===== src/rtl/aes_uart_pkg.sv =====
// Shared constants and types for the AES block UART link (transmit and receive sides).
package aes_uart_pkg;

  localparam int unsigned AES_BLOCK_BITS  = 128;
  localparam int unsigned AES_BLOCK_BYTES = 16;
  localparam int unsigned UART_DATA_BITS  = 8;
  localparam int unsigned BYTE_IDX_BITS   = $clog2(AES_BLOCK_BYTES);
  localparam int unsigned BIT_IDX_BITS    = $clog2(UART_DATA_BITS);

  typedef logic [AES_BLOCK_BITS-1:0] aes_block_t;
  typedef logic [UART_DATA_BITS-1:0] uart_byte_t;

  typedef enum logic [1:0] {
    IDLE,
    START,
    DATA,
    STOP
  } tx_state_e;

  // Byte n of a block, counting from the most-significant end.
  function automatic uart_byte_t block_byte(input aes_block_t blk, input int unsigned n);
    aes_block_t shifted;
    shifted = blk << (UART_DATA_BITS * n);
    return shifted[AES_BLOCK_BITS-1 -: UART_DATA_BITS];
  endfunction

endpackage


===== src/rtl/aes_block_uart_tx_if.sv =====
// Block load handshake and serial-side status for the AES block UART transmitter.
interface aes_block_uart_tx_if;
  import aes_uart_pkg::*;

  aes_block_t block_in;
  logic       block_valid;
  logic       block_ready;
  logic       uart_tx;
  logic       busy;
  logic       tx_done;

  modport master (
    output block_in,
    output block_valid,
    input  block_ready,
    input  uart_tx,
    input  busy,
    input  tx_done
  );

  modport slave (
    input  block_in,
    input  block_valid,
    output block_ready,
    output uart_tx,
    output busy,
    output tx_done
  );

endinterface


===== src/rtl/uart_tx_byte.sv =====
// One UART 8N1 byte: baud counter, start/data/stop sequencing and the registered line.
// A start seen during the last stop-bit cycle chains the next byte with no gap.
module uart_tx_byte
  import aes_uart_pkg::*;
#(
  parameter int unsigned CLKS_PER_BIT = 434
) (
  input  logic       clk,
  input  logic       rst_n,
  input  logic       start,
  input  uart_byte_t data,
  output logic       line,
  output tx_state_e  state,
  output logic       done_c
);

  localparam int unsigned BAUD_BITS = $clog2(CLKS_PER_BIT);
  localparam logic [BAUD_BITS-1:0]    BAUD_LAST = BAUD_BITS'(CLKS_PER_BIT - 1);
  localparam logic [BIT_IDX_BITS-1:0] BIT_LAST  = BIT_IDX_BITS'(UART_DATA_BITS - 1);

  if (CLKS_PER_BIT < 2) begin : g_bad_clks_per_bit
    $error("uart_tx_byte: CLKS_PER_BIT must be at least 2");
  end

  logic [BAUD_BITS-1:0]    baud_q;
  logic [BIT_IDX_BITS-1:0] bit_idx_q;
  uart_byte_t              sreg_q;
  logic                    bit_end_c;

  assign bit_end_c = (baud_q == BAUD_LAST);
  assign done_c    = (state == STOP) && bit_end_c;

  // Data bits leave LSB first; sreg_q shifts right as each one is put on the line.
  always_ff @(posedge clk or negedge rst_n) begin
    if (!rst_n) begin
      state     <= IDLE;
      baud_q    <= '0;
      bit_idx_q <= '0;
      sreg_q    <= '0;
      line      <= 1'b1;
    end else begin
      baud_q <= (state == IDLE || bit_end_c) ? '0 : baud_q + BAUD_BITS'(1);
      case (state)
        IDLE: begin
          if (start) begin
            state  <= START;
            sreg_q <= data;
            line   <= 1'b0;
          end
        end
        START: begin
          if (bit_end_c) begin
            state     <= DATA;
            bit_idx_q <= '0;
            line      <= sreg_q[0];
            sreg_q    <= sreg_q >> 1;
          end
        end
        DATA: begin
          if (bit_end_c) begin
            if (bit_idx_q == BIT_LAST) begin
              state <= STOP;
              line  <= 1'b1;
            end else begin
              bit_idx_q <= bit_idx_q + BIT_IDX_BITS'(1);
              line      <= sreg_q[0];
              sreg_q    <= sreg_q >> 1;
            end
          end
        end
        STOP: begin
          if (bit_end_c) begin
            if (start) begin
              state  <= START;
              sreg_q <= data;
              line   <= 1'b0;
            end else begin
              state <= IDLE;
              line  <= 1'b1;
            end
          end
        end
        default: begin
          state <= IDLE;
          line  <= 1'b1;
        end
      endcase
    end
  end

endmodule


===== src/rtl/aes_block_uart_tx.sv =====
// Sends one 128-bit AES block as 16 back-to-back UART 8N1 bytes, most-significant byte first.
// Holds the block shift register and byte index; the byte engine owns the line.
module aes_block_uart_tx
  import aes_uart_pkg::*;
#(
  parameter int unsigned CLKS_PER_BIT = 434
) (
  input logic               clk,
  input logic               rst_n,
  aes_block_uart_tx_if.slave bus
);

  localparam logic [BYTE_IDX_BITS-1:0] BYTE_LAST = BYTE_IDX_BITS'(AES_BLOCK_BYTES - 1);

  aes_block_t               shift_q;
  logic [BYTE_IDX_BITS-1:0] byte_idx_q;
  logic                     busy_q;
  logic                     tx_done_q;

  tx_state_e  tx_state;
  logic       byte_done_c;
  logic       accept_c;
  logic       byte_start_c;
  uart_byte_t byte_data_c;

  assign bus.block_ready = (tx_state == IDLE);
  assign bus.busy        = busy_q;
  assign bus.tx_done     = tx_done_q;

  assign accept_c = bus.block_valid && bus.block_ready;

  // While busy, the next byte is offered continuously; the engine only takes it at stop-bit end.
  assign byte_start_c = accept_c || (busy_q && (byte_idx_q != BYTE_LAST));
  assign byte_data_c  = busy_q ? block_byte(shift_q, 1) : block_byte(bus.block_in, 0);

  uart_tx_byte #(
    .CLKS_PER_BIT(CLKS_PER_BIT)
  ) u_byte (
    .clk    (clk),
    .rst_n  (rst_n),
    .start  (byte_start_c),
    .data   (byte_data_c),
    .line   (bus.uart_tx),
    .state  (tx_state),
    .done_c (byte_done_c)
  );

  always_ff @(posedge clk or negedge rst_n) begin
    if (!rst_n) begin
      shift_q    <= '0;
      byte_idx_q <= '0;
      busy_q     <= 1'b0;
      tx_done_q  <= 1'b0;
    end else begin
      tx_done_q <= 1'b0;
      if (accept_c) begin
        shift_q    <= bus.block_in;
        byte_idx_q <= '0;
        busy_q     <= 1'b1;
      end else if (byte_done_c) begin
        if (byte_idx_q == BYTE_LAST) begin
          busy_q     <= 1'b0;
          tx_done_q  <= 1'b1;
          byte_idx_q <= '0;
        end else begin
          shift_q    <= shift_q << UART_DATA_BITS;
          byte_idx_q <= byte_idx_q + BYTE_IDX_BITS'(1);
        end
      end
    end
  end

endmodule


===== src/flat_wrapper.sv =====
// flat-port wrapper written by rule: the top's interface ports become plain ports
module aes_block_uart_tx_flat import aes_uart_pkg::*;
#(
  parameter int unsigned CLKS_PER_BIT = 434
)
  (clk, rst_n, bus_block_in, bus_block_valid, bus_block_ready, bus_uart_tx, bus_busy, bus_tx_done);
  aes_block_uart_tx_if bus_i ();
  input logic clk;
  input logic rst_n;
  input wire logic [$bits(bus_i.block_in)-1:0] bus_block_in;
  input wire logic [$bits(bus_i.block_valid)-1:0] bus_block_valid;
  output wire logic [$bits(bus_i.block_ready)-1:0] bus_block_ready;
  output wire logic [$bits(bus_i.uart_tx)-1:0] bus_uart_tx;
  output wire logic [$bits(bus_i.busy)-1:0] bus_busy;
  output wire logic [$bits(bus_i.tx_done)-1:0] bus_tx_done;
  assign bus_i.block_in = bus_block_in;
  assign bus_i.block_valid = bus_block_valid;
  assign bus_block_ready = bus_i.block_ready;
  assign bus_uart_tx = bus_i.uart_tx;
  assign bus_busy = bus_i.busy;
  assign bus_tx_done = bus_i.tx_done;
  aes_block_uart_tx #(.CLKS_PER_BIT(CLKS_PER_BIT)) u_core (.clk(clk), .rst_n(rst_n), .bus(bus_i));
endmodule

===== config.mk =====
export PLATFORM = sky130hd
export DESIGN_NAME = aes_block_uart_tx_flat
export DESIGN_NICKNAME = d
export VERILOG_FILES = /design/src/rtl/aes_uart_pkg.sv /design/src/rtl/aes_block_uart_tx_if.sv /design/src/rtl/uart_tx_byte.sv /design/src/rtl/aes_block_uart_tx.sv /design/src/flat_wrapper.sv
export SDC_FILE = /design/constraint.sdc
export NUM_CORES = 1
export LEC_CHECK = 0
export BUFFER_PORTS_ARGS = -buffer_cell sky130_fd_sc_hd__buf_4
export CAP_MARGIN = 30
export CORE_MARGIN = 4
export CORE_UTILIZATION = 40
export CTS_CLUSTER_DIAMETER = 60
export DETAILED_ROUTE_END_ITERATION = 10
export PLACE_DENSITY = 0.61
export SLEW_MARGIN = 20
export SYNTH_ARGS = -nofsm -noshare
export SYNTH_HDL_FRONTEND = slang
export SYNTH_SLANG_ARGS = --single-unit

===== constraint.sdc =====
create_clock -name clk -period 6.35 [get_ports clk]
set_input_delay 0.3175 -clock clk [delete_from_list [all_inputs] [get_ports clk]]
set_output_delay 0.3175 -clock clk [all_outputs]
set_load 0.005 [all_outputs]

* Yosys cells after proc, flatten, opt, wreduce, memory -nomap -nowiden *
Cells that the tools add are included.

storage, ports and cells
  bits in latches = 0
  input bits = 131
  logic and storage cells = 79
  register bits after elaboration = 149
  memory bits (read-only) = 0
  output and inout port bits = 4
  RAM bits = 0
  memories = 0

operators by class
  $lt $le $gt $ge = 0
  bitwise gates (word level) = 0
  muxes and demuxes = 38
  reduce and logical (&&, ||, !) cells = 15
  divide/modulo/power cells = 0
  shift-type cells = 0
  multipliers = 0
  add/sub/neg operators = 3
  equal/unequal tests = 14

operators by type and width
  operator             number
  $mux 120             3
  $mux 8               6
  $pmux 8 s4           1
  $mux 1               13
  $mux 4               3
  $ne 2x2->1 const B   6
  $reduce_and 4->1     3
  $mux 2               5
  $add 9x1->9 const B  1
  $eq 9x9->1 const B   1
  $mux 3               3
  $mux 9               1
  $pmux 2 s4           1
  $pmux 3 s2           1
  $reduce_bool 2->1    3
  $reduce_and 5->1     1
  $add 4x1->4 const B  1
  $eq 2x2->1 const B   2
  $eq 4x4->1 const B   1
  $ne 4x4->1 const B   1
  $pmux 1 s4           1
  $reduce_and 2->1     2
  $add 3x1->3 const B  1
  $eq 3x3->1 const B   1
  other kinds (5)      8

* Logic depth before layout (Yosys ltp) *
  depth in word-level cells = 6
  gate-level depth with buffers = 10
  depth with buffers taken out = 6

* Cells and area by module *
From an unflattened synthesis, not the netlist that was laid out.

second synthesis, totals
  cell total of the unflattened synthesis = 664
  area total of the unflattened synthesis = 7,783.7 um2

by module, submodules not included
  module             area each (um2)  cells an instance  times used  sequential area each (um2)
  aes_block_uart_tx  6,546.3          556                1           3,153.0
  uart_tx_byte       1,237.4          108                1           576.8

* Worst setup path before layout *
No wires, ideal clock.

  kind = reg-to-reg
  start point = reg u_core.u_byte.state[0]
  end point = reg u_core.u_byte.sreg_q[0]
  clock period less this slack = 2.020 ns
  setup slack = 4.330 ns
  setup time = 0.125 ns
  buffers on the path = 1
  stages on the path, launching flop included = 8
  arrival time = 1.895 ns
  path through = dfrtp_1 inv_1 ha_1 and2_1 clkbuf_1 a211oi_1 a211oi_4 mux2_2

on the way
  cells in the longest elaborated chain, start to end = 6

RTL lines
  element                   RTL line                 text
  start: declaration        uart_tx_byte.sv:13       output tx_state_e state,
  start signal: assignment  uart_tx_byte.sv:36       state <= IDLE;
  start signal: assignment  uart_tx_byte.sv:46       state <= START;
  start signal: assignment  uart_tx_byte.sv:53       state <= DATA;
  $logic_not 2->1 (*)       aes_block_uart_tx.sv:26  assign bus.block_ready = (tx_state == IDLE);
  via bus_block_ready       flat_wrapper.sv:12       output wire logic [$bits(bus_i.block_ready)-1:0] bus_block_ready;
  $logic_and 1x1->1         aes_block_uart_tx.sv:30  assign accept_c = bus.block_valid && bus.block_ready;
  $logic_or 1x1->1          aes_block_uart_tx.sv:33  assign byte_start_c = accept_c || (busy_q && (byte_idx_q != BYTE_LAST));
  $mux 8 (2 in series)      --
  $pmux 8 s4 (*)            uart_tx_byte.sv:43       case (state)
  end signal: assignment    uart_tx_byte.sv:47       sreg_q <= data;
  end signal: assignment    uart_tx_byte.sv:56       sreg_q <= sreg_q >> 1;
  end signal: assignment    uart_tx_byte.sv:67       sreg_q <= sreg_q >> 1;
  end: declaration          uart_tx_byte.sv:27       uart_byte_t sreg_q;

The timed path passes the listed nets; every way through them passes the cells marked *. The select of a mux whose other input is x is not followed.
A chain may end at the register's enable or synchronous reset.

* Worst setup path after layout *
  start point = reg u_core.u_byte.state[0]
  end point = reg u_core.u_byte.sreg_q[5]

on the way
  cells in the longest elaborated chain, start to end = 6

RTL lines
  element               RTL line
  $logic_not 2->1       uart_tx_byte.sv:43, aes_block_uart_tx.sv:26
  $logic_and 1x1->1     aes_block_uart_tx.sv:30
  $logic_or 1x1->1      aes_block_uart_tx.sv:33
  $mux 8 (2 in series)  --
  $pmux 8 s4            uart_tx_byte.sv:43

Parallel ways exist; a longest one is shown, timed or not. The select of a mux whose other input is x is not followed.

==> results.sh <==
export IMPL_worst_pin_slew_ns=0.874
export IMPL_cts_tree="built"
export IMPL_powerDensity_nw_per_um2=418
export IMPL_post_synth_num_cell_types=39
export IMPL_clockBufferDepth=2
export IMPL_core_sq_um=17400
export IMPL_drcViolationCount=0
export IMPL_tns_ns=0
export IMPL_syn_inst=671
export IMPL_die_area_sq_um=19900
export IMPL_synth_area_sq_um=7080
export IMPL_layout_setup_ws_ns=3.76
export IMPL_dpl_hpwl_um=11300
export IMPL_fp_dieW_um=141
export IMPL_preCtsSetupSlack_ns=3.73
export IMPL_postCtsSetupBuffers=0
export IMPL_start_util=0.408
export IMPL_overflow=0
export IMPL_rsz0062_at_grt="false"
export IMPL_synth_top_area_share=0.523
export IMPL_final_cells=1022
export IMPL_critPathKind="flop to flop"
export IMPL_placed_cells=989
export IMPL_viasPerCell=4.98
export IMPL_final_cell_mix="148 x dfrtp_1, 137 x buf_4, 126 x nand2_1"
export IMPL_slew_viol_final=0
export IMPL_avgSynthCellArea_sq_um=10.6
export IMPL_syn_nets=812
export IMPL_synthXorXnorAreaFrac=0.00989
export IMPL_worst_ep_required_time_ns=6.65
export IMPL_final_common_cell="dfrtp_1"
export IMPL_cp_num_buf_inv=1
export IMPL_grt_pass1_wl_um=26400
export IMPL_clk_latency_ns=0.42
export IMPL_antenna_found_initial=0
export IMPL_max_freq_ghz=0.386
export IMPL_numCtsBuffers=17
export IMPL_slew_headroom=0.417
export IMPL_maxCapViolCount=0
export IMPL_drt_iter0_drc=278
export IMPL_clock_root_buffer="clkbuf_16"
export IMPL_grt_start_max_net_pins=94
export IMPL_yosys_warnings=0
export IMPL_ys_top_cells_by_area="dfrtp_1 52%, mux2i_1 17%, nand2_1 6.7%"
export IMPL_rows=48
export IMPL_hold_class="input port to flop"
export IMPL_numClockSinks=149
export IMPL_drtAntennaViolNets=0
export IMPL_ios=135
export IMPL_design_area_sq_um=8800
export IMPL_period_share=0.408
export IMPL_avgRoutedWirePerCell_um=15.6
export IMPL_crit_path_cell_trace="inv_1 -> ha_1 -> and2_1 -> a211oi_1 -> a211oi_4 -> mux2_2"
export IMPL_synth_simple_area_share=0.0986
export IMPL_cpPeakStageDelay_ns=0.62
export IMPL_p_leak_uw=0.00473
export IMPL_cp_start_kind="flop"
export IMPL_worstPathArrival_ns=2.89
export IMPL_grt_pass1_vias=5332
export IMPL_cpMaxStageDelayCell="and2_1"
export IMPL_grt_usage=0.164
export IMPL_dr_total_vias=5093
export IMPL_die_h_um=141
export IMPL_synth_compound_area_frac=0.120
export IMPL_syn_to_final_growth_pct=24.3
export IMPL_num_nets_final=925
export IMPL_synthAdderAreaFrac=0.0177
export IMPL_yosys_register_bits=149
export IMPL_yosysSeqAreaShare=0.526
export IMPL_synth_mux_area_frac=0.185
export IMPL_final_hold_viol_count=0
export IMPL_io_buffers=134
export IMPL_dpl_instance_area_sq_um=8200
export IMPL_drive_gt1_frac=0.233
export IMPL_report_power_total_uw=3680
export IMPL_path_max_fanout=15
export IMPL_ir_drop_v=0.000240
export IMPL_place_congestion=0.800
export IMPL_endpoint_kind="flop"
export IMPL_routed_wl_um=15900
export IMPL_diodes=0
export IMPL_drt_pass1_iterations=4
export IMPL_status="completed"
export IMPL_clk_pin_slew_ns=0.06
export IMPL_setup_viol=0
export IMPL_min_period_ns=2.59
export IMPL_synth_top_family_by_area="multiplexers"
export IMPL_crit_family="simple AND/OR/NAND/NOR gates"
export IMPL_ctsHtreeMaxLevel=4
export IMPL_skew_ns=0.0101
export IMPL_yosysTopAreaCell="dfrtp_1"
[metrics by stage]
| stage | hold slack, ns | util |
|---|---|---|
| global placement | 0.433 | 0.469 |
| global route | 0.127 | 0.507 |
| finish | 0.128 | 0.507 |
| floorplan | 0.0219 | - |
| CTS | 0.107 | 0.507 |
| detailed placement | 0.445 | 0.472 |
[where the power goes]
part           internal (uW)  leakage (uW)  switching [uW]
logic                    531       0.00250             603
registers               1320       0.00196             219
clock network            612      0.000279             395
total                   2460       0.00473            1220
[worst register-to-register path, stage by stage (launching register included)]
cell and delay (ns):
dfrtp_1 0.41, inv_1 0.14, ha_1 0.29, and2_1 0.62, a211oi_1 0.18, a211oi_4 0.44, mux2_2 0.40
[routing by layer]
layer	global-route usage	up-vias	part of all wire
met2	0.260	110	0.48
met3	0.0550	22	0.061
li1	-	2554	-
met1	0.212	2407	0.44
met5	0	-	0
met4	0.0566	0	0.018
[flip-flops by register name, indices dropped and copies added, names as in the netlist]
| register | count |
|---|---|
| u_core.shift_q | 120 |
| u_core.bus.tx_done | 1 |
| u_core.u_byte.bit_idx_q | 3 |
| u_core.u_byte.line | 1 |
| u_core.byte_idx_q | 4 |
| u_core.u_byte.state | 2 |
| u_core.bus.busy | 1 |
| u_core.u_byte.sreg_q | 8 |
| u_core.u_byte.baud_q | 9 |
[layout make-up]
class                   instances  area [sq um]
clock buffers                  22           474
clock inverters                10           121
fillers                      1580          8550
inverters                       7          26.3
multi-input cells             468          3070
flip-flops and latches        149          3730
well taps                     225           282
repair buffers                141          1100
[cells in the mapped netlist]
master and n:
nor3_1 3, a22o_1 11, o41ai_1 1, inv_1 7, nand3_1 7, o21ai_0 75
buf_2 7, xnor2_1 6, or2_2 2, buf_6 10, buf_1 2, a211oi_1 2
and4bb_1 1, nor4_1 1, a41oi_4 1, mux2i_1 121, a21oi_1 4, and4b_1 1
o21ai_1 52, ha_1 10, nand4_1 2, and3_1 1, clkbuf_4 1, clkbuf_1 23
nor2_1 18, dfstp_2 1, nand2b_1 2, dfrtp_1 148, o22a_1 1, clkbuf_2 4
a22oi_2 1, and2_1 2, nor2b_1 1, xor2_1 2, a2bb2oi_1 1, nand2_1 127
mux2_2 9, or3_1 2, a211oi_4 1
[what timing repair did]
action                                 4_1_cts  5_1_grt
endpoints found under the hold margin       35        0
resized for setup                            0        0
hold buffers                                 1        0
[path summary, 6_finish.rpt]
kind                                   startpoint                       to  slack [ns]  depth (start not counted)
max                        u_core.u_byte.state[0]  u_core.u_byte.sreg_q[5]        3.76                          6
min                               bus_block_in[2]        u_core.shift_q[2]        0.13                          2
max reg2reg                u_core.u_byte.state[0]  u_core.u_byte.sreg_q[5]        3.76                          6
min reg2reg                    u_core.shift_q[71]       u_core.shift_q[71]        0.48                          2
max in group asynchronous                   rst_n       u_core.shift_q[67]        4.47                          3
min in group asynchronous                   rst_n       u_core.shift_q[54]        0.50                          2
[kinds of logic (layout without fill, tap and decap cells)]
kind of cell             after synthesis  in the layout
AND/OR/NAND/NOR                      170            170
AO/OA/AOI/OAI                        150            150
flip-flops                           149            149
multiplexers                         130            130
buffers and inverters                 54            180
adder cells (fa/ha/maj)               10             10
XOR/XNOR                               8              8
Note: power is estimated with default switching activity, not from simulation.
